[src/rtl/pif_xbus_ctl.sv]
// pif_xbus_ctl
//   Bus front-end between the I2C slave core and the PIF register block.
//   It turns the received byte stream into XI-bus strobes and returns the
//   XO readback byte to the I2C slave after a fixed pipeline latency.
//
// Ports
//   xclk, xrst            clock (rising edge), async active-high reset
//   i2c_start, i2c_stop   bus condition pulses from the I2C slave
//   rx_valid, rx_byte     received byte: [TYPE_BITS-1:0] type, rest payload
//   tx_req, tx_done       read byte request / byte shifted out
//   tx_byte, tx_valid     read byte to transmit, held until tx_done
//   XI_PWr, XI_PRWA, XI_PD            write strobe, address, write data
//   XI_PRdSubA, XI_PRdFinished        read sub-address, read byte complete
//   XO                    readback byte from the register block
//
// State table
//   IDLE   | no transaction; waits for START
//   ACTIVE | transaction open; address/data bytes and read requests accepted
//   RWAIT  | read latency countdown before sampling XO
//   RREADY | read byte presented on tx_byte; waits for tx_done
module pif_xbus_ctl #(
  parameter int TYPE_BITS = 2,
  parameter int ADDR_W    = 8 - TYPE_BITS,
  parameter int SUBA_W    = 4,
  parameter int RD_LAT    = 5
) (
  input  logic                  xclk,
  input  logic                  xrst,
  input  logic                  i2c_start,
  input  logic                  i2c_stop,
  input  logic                  rx_valid,
  input  logic [7:0]            rx_byte,
  input  logic                  tx_req,
  input  logic                  tx_done,
  output logic [7:0]            tx_byte,
  output logic                  tx_valid,
  output logic                  XI_PWr,
  output logic [ADDR_W-1:0]     XI_PRWA,
  output logic                  XI_PRdFinished,
  output logic [SUBA_W-1:0]     XI_PRdSubA,
  output logic [8-TYPE_BITS-1:0] XI_PD,
  input  logic [7:0]            XO
);

  localparam int PAY_W = 8 - TYPE_BITS;
  localparam int CNT_W = 4;

  typedef enum logic [1:0] {IDLE, ACTIVE, RWAIT, RREADY} stateType;

  stateType             state, stateNext;
  logic [CNT_W-1:0]     latCnt, latCntNext;
  logic                 ldAddr, ldData, capRead, rdDone, abortRead;

  logic [PAY_W-1:0]     payload;
  logic [TYPE_BITS-1:0] byteType;

  assign payload  = rx_byte[7:TYPE_BITS];
  assign byteType = rx_byte[TYPE_BITS-1:0];

  always_ff @(posedge xclk or posedge xrst) begin
    if (xrst) begin
      state  <= IDLE;
      latCnt <= '0;
    end else begin
      state  <= stateNext;
      latCnt <= latCntNext;
    end
  end

  always_comb begin
    stateNext  = state;
    latCntNext = latCnt;
    ldAddr     = 1'b0;
    ldData     = 1'b0;
    capRead    = 1'b0;
    rdDone     = 1'b0;
    abortRead  = 1'b0;
    if (i2c_stop) begin
      stateNext  = IDLE;
      latCntNext = '0;
      abortRead  = 1'b1;
    end else if (i2c_start) begin
      stateNext  = ACTIVE;
      latCntNext = '0;
      abortRead  = 1'b1;
    end else begin
      case (state)
        IDLE: ;
        ACTIVE: begin
          if (rx_valid) begin
            ldAddr = (byteType == TYPE_BITS'(0));
            ldData = (byteType == TYPE_BITS'(1));
          end
          if (tx_req) begin
            stateNext  = RWAIT;
            latCntNext = CNT_W'(RD_LAT);
          end
        end
        RWAIT: begin
          // The capture edge is the one on which the counter reaches zero,
          // giving RD_LAT+1 cycles from tx_req to tx_valid.
          if (latCnt <= CNT_W'(1)) begin
            latCntNext = '0;
            capRead    = 1'b1;
            stateNext  = RREADY;
          end else begin
            latCntNext = latCnt - CNT_W'(1);
          end
        end
        RREADY: begin
          if (tx_done) begin
            rdDone    = 1'b1;
            stateNext = ACTIVE;
          end
        end
        default: stateNext = IDLE;
      endcase
    end
  end

  always_ff @(posedge xclk or posedge xrst) begin
    if (xrst) begin
      tx_byte        <= '0;
      tx_valid       <= 1'b0;
      XI_PWr         <= 1'b0;
      XI_PRWA        <= '0;
      XI_PRdFinished <= 1'b0;
      XI_PRdSubA     <= '0;
      XI_PD          <= '0;
    end else begin
      XI_PWr         <= ldData;
      XI_PRdFinished <= rdDone;
      if (ldAddr) begin
        XI_PRWA    <= ADDR_W'(payload);
        XI_PRdSubA <= '0;
      end
      if (ldData) XI_PD <= payload;
      if (capRead) begin
        tx_byte  <= XO;
        tx_valid <= 1'b1;
      end
      if (abortRead || rdDone) tx_valid <= 1'b0;
      if (rdDone) XI_PRdSubA <= XI_PRdSubA + SUBA_W'(1);
    end
  end

endmodule
[config.mk]
export PLATFORM = sky130hd
export DESIGN_NAME = pif_xbus_ctl
export DESIGN_NICKNAME = d
export VERILOG_FILES = /design/src/rtl/pif_xbus_ctl.sv
export SDC_FILE = /design/constraint.sdc
export NUM_CORES = 1
export LEC_CHECK = 0
export ABC_CLOCK_PERIOD_IN_PS = 3160
export CAP_MARGIN = 20
export CORE_MARGIN = 5
export CORE_UTILIZATION = 29
export DETAILED_ROUTE_END_ITERATION = 16
export PLACE_DENSITY = 0.62
export RECOVER_POWER = 25
export SETUP_SLACK_MARGIN = 0.02
export SLEW_MARGIN = 30
export SYNTH_ARGS = -nofsm -noshare
export SYNTH_HDL_FRONTEND = slang
export SYNTH_SLANG_ARGS = --single-unit
[constraint.sdc]
create_clock -name xclk -period 3.16 [get_ports xclk]
set_input_delay 0.316 -clock xclk [delete_from_list [all_inputs] [get_ports xclk]]
set_output_delay 0.316 -clock xclk [all_outputs]
set_load 0.02 [all_outputs]
## Yosys cells after proc, flatten, opt, wreduce, memory -nomap -nowiden

Cells that the tools add are included.

- Bits in registers: 33
- Input port bits: 23
- Output and inout port bits: 27
- Logic and storage cells: 60

- Add/subtract/negate cells: 2
- $lt $le $gt $ge: 1
- Equality and inequality tests: 7
- Muxes and demuxes: 33
- Reduce and logical (&&, ||, !) cells: 8

Operators by type and width:

| cell | count |
|---|---|
| two-way mux 4 bit | 6 |
| two-way mux 1 bit | 20 |
| != test 4 bit (second input constant) | 3 |
| two-way mux 2 bit | 5 |
| one-hot mux 4 bit (2 select lines) | 1 |
| one-hot mux 2 bit (3 select lines) | 1 |
| nonzero test 5 bit | 1 |
| adder 4 x 1 -> 4 bit (second input constant) | 1 |
| equality test 2 x 1 -> 1 bit (second input constant) | 2 |
| equality test 2 bit (second input constant) | 2 |
| less-or-equal comparator 4 x 1 -> 1 bit (second input constant) | 1 |
| AND reduction 4 bit | 1 |
| nonzero test 2 bit | 2 |
| nonzero test 4 bit | 1 |
| subtractor 4 x 1 -> 4 bit (second input constant) | 1 |
| logical NOT 2 bit | 1 |
| AND reduction 2 bit | 1 |
| logical OR 1 bit | 1 |

## Depth between registers and ports, before layout

- Word-level depth: 7
- Mapped depth: 6

## Worst setup path after synthesis

No wires, ideal clock.

- Kind: reg-to-reg
- From: reg state[1]
- To: reg XI_PRWA[0]
- Setup time: 0.125 ns
- Data arrival time: 1.538 ns
- Path slack: 1.496 ns
- Stages on the path, launching flop included: 6
- Cell sequence: dfrtp_1 -> inv_1 -> ha_1 -> nand2b_4 -> or4_4 -> mux2_4

- Longest elaborated chain between the ends: 4

Ends and longest elaborated chain:

| what | line | text |
|---|---|---|
| start: declaration | 50 | `stateType state, stateNext;` |
| start signal: assignment | 65 | `state <= stateNext;` |
| equality test 2 x 1 -> 1 bit | 87 | `case (state)` |
| two-way mux 1 bit | 87 |  |
| two-way mux 1 bit | 82 | `end else if (i2c_start) begin` |
| two-way mux 1 bit | 78 | `if (i2c_stop) begin` |
| end signal: assignment | 134 | `XI_PRWA <= ADDR_W'(payload);` |
| end: declaration | 38 | `output logic [ADDR_W-1:0] XI_PRWA,` |

No other way between the ends.
A chain may end at the register's enable or synchronous reset.

==> impl_results.md <==
- Status: complete, no violations
- ANT cells: 0
- Clock Latency Late Sink: 0.28 ns
- DP Worst Slack: 1.19 ns
- First-pass GRT wire length: 5.81 mm
- Largest net degree at the start of global routing: 21
- Gr ovfl total: 0
- CTS root buf: clkbuf_8
- 1st-iter DRT viols: 37
- DR DRC count: 0
- Hold Vio Cnt, Final: 0
- DR vias/cell: 4.51
- Startpoint types: input pin
- Setup bufs post-CTS: 0
- Synth-to-Final Area Change: 47.8%
- Die Wd: 81.9 µm
- Syn Nets: 146
- Initial Util: 29.5%
- # nets final: 203
- FP Rows: 26
- Peak supply drop: 406 µV
- CP endpoint kind: asynchronous set/reset pin
- Pwr dens: 690 mW/mm²
- Critical path's largest stage delay: 0.87 ns
- Final Cycle Share: 60.4%
- Final core occ: 43.6%
- Mapped Cells: 117
- Post-synth ARST share: 100%
- Final TNS setup: 0 ns
- Post-route insts no fill: 245
- # fillers: 497
- Number of max-cap violations: 0
- Post-synthesis register bit count: 33
- Most frequent cell after synthesis: dfrtp_1
- Die area: 0.00670 mm²
- Port buffer count: 49
- Core box area: 0.00507 mm²
- Synth warn: 0
- Post-synth EDFFs: 0
- Top cells by count, synth: dfrtp_1 (33), mux2_2 (15), inv_1 (7)
- Setup-failing EPs final: 0
- Clk buf depth: 2
- Critical path's slowest cell: clkbuf_1
- Initial antenna violation count: 0
- Vias: 1106
- Placed cells: 237
- GRT Util Overall: 11.5%
- Ys flop type: dfrtp_1
- Layout cells sized above 1: 18.3%
- Routability congestion estimate: 0.693
- Router iterations before antenna repair: 4
- CP arrival: 2.15 ns
- Vert. Die Dim: 81.9 µm
- RSZ-0062 raised after global routing: false
- Pwr Total: 1.53 mW
- Sequential element share of the synthesized area: 55.1%
- Setup WS post-layout: 1.25 ns
- Hold Crit Class: reg -> reg
- Max-slew violation count: 0
- Top-area cell type share of the netlist area: 55.1%
- Measured slew at the worst slew-check pin: 1.10 ns
- CTS tree: built
- Final ANT Viol Nets: 0
- Max FO, Critical Path: 20
- Leak pwr: 0.985 nW
- Synthesized area per cell: 12.8 µm²
- Synth area leaders: dfrtp_1 (55%), mux2_2 (11%), ha_1 (5.0%), mux2_1 (3.0%), nand2b_1 (2.1%)
- Clock buffer count from CTS: 5
- DRT Wirelength: 3.49 mm
- Clock skew: 0.00624 ns
- Library cells used by synthesis: 31
- Vias in the first global route: 1219
- Post-CTS Hold Buffers: 0
- Slew margin rel.: 27.0%
- Top-Level Pins: 50
- Required time worst endpoint: 3.40 ns
- CP Cell Sequence: dlygate4sd3_1, inv_1, clkbuf_1
- Drt wl/cell: 14.2 µm
- Num Clock Sinks: 33
- H-tree level count: 2
- Max Clk Rate: 0.524 GHz
- Kind of critical path: in -> async
- Mapped Area: 0.00150 mm²
- HPWL after DPL: 2.65 mm
- Dominant cell type by area after synthesis: dfrtp_1
- Post-cts gate resize count: 0
- Fin crit period: 1.91 ns
- Clock Pin Slew Worst Setup and Hold Paths: 0.07 ns
cell families (layout without fill, tap and decap cells):
group | count (synthesis) | count (layout) | synth area share, %
muxes | 22 | 22 | 17.0
and+or+nand+nor | 29 | 29 | 12.2
adders and majority gates | 6 | 6 | 5.01
xor gates and xnor gates | 1 | 1 | 0.585
DFF | 33 | 33 | 55.1
buffers and inverters | 7 | 65 | 1.75
AOI/OAI and AO/OA | 19 | 19 | 8.36
layout by cell type, fill, tap and decap left out, drive strengths merged, types with 2 or more instances in the layout:
master         netlist  layout
nor2b                2       2
o311ai               2       2
a21oi                2       2
nand3                4       4
inv                  7       7
clkdlybuf4s50        0      48
ha                   6       6
nand2b               6       6
mux2                21      21
nor2                 5       5
bufinv               0       2
o21ai                8       8
nor3                 5       5
clkbuf               0       6
dfrtp               33      33
nand2                4       4
worst paths after layout:
| path | cells past startpoint | to | slack [ns] | start |
|---|---|---|---|---|
| max | 3 | XI_PD[5] | 1.25 | xrst |
| min | 1 | XI_PRWA[5] | 0.49 | XI_PRWA[5] |
| max reg2reg | 6 | state[1] | 1.32 | latCnt[0] |
| min reg2reg | 1 | XI_PRWA[5] | 0.49 | XI_PRWA[5] |
| max in group xclk | 6 | state[1] | 1.32 | latCnt[0] |
| min in group asynchronous | 2 | XI_PRWA[0] | 0.52 | xrst |
stage by stage:
step,cell area [µm²],hold slack [ns]
after global routing,2210,0.526
after CTS,2220,0.394
final,2210,0.492
after floorplan,1500,0.445
after detailed placement,2080,0.479
after global placement,2080,0.470
layer usage:
layer	track usage [%]	part of all wire [%]	vias up
met4	2.99	1.1	0
li1	-	-	531
met1	12.2	39	536
met5	0	0	-
met3	5.48	8.5	6
met2	20.4	51	33
cell type report:
cell class,count,area [µm²],area share (%)
inverters,7,26.3,1.19
well taps,70,87.6,3.96
clock buffers,5,68.8,3.11
multi-input cells,77,646,29.2
repair buffers,50,494,22.3
clock inverters,3,65.1,2.94
flip-flops and latches,33,826,37.3
where the power goes:
part / switching, mW / internal (mW) / leakage [nW]
sequential: 0.0558 / 0.516 / 0.435
clock: 0.163 / 0.313 / 0.0681
combinational: 0.222 / 0.257 / 0.482
flip-flops by register name (all words and copies together) (netlist names):
name / flops
state: 2
XI_PWr: 1
XI_PRWA: 6
tx_valid: 1
XI_PRdFinished: 1
tx_byte: 8
latCnt: 4
XI_PRdSubA: 4
XI_PD: 6
worst max-delay path, delay by kind of cell:
kind,cells,cell delay (ns)
buf+inv,3,1.82
(Power assumes the default switching activity.)
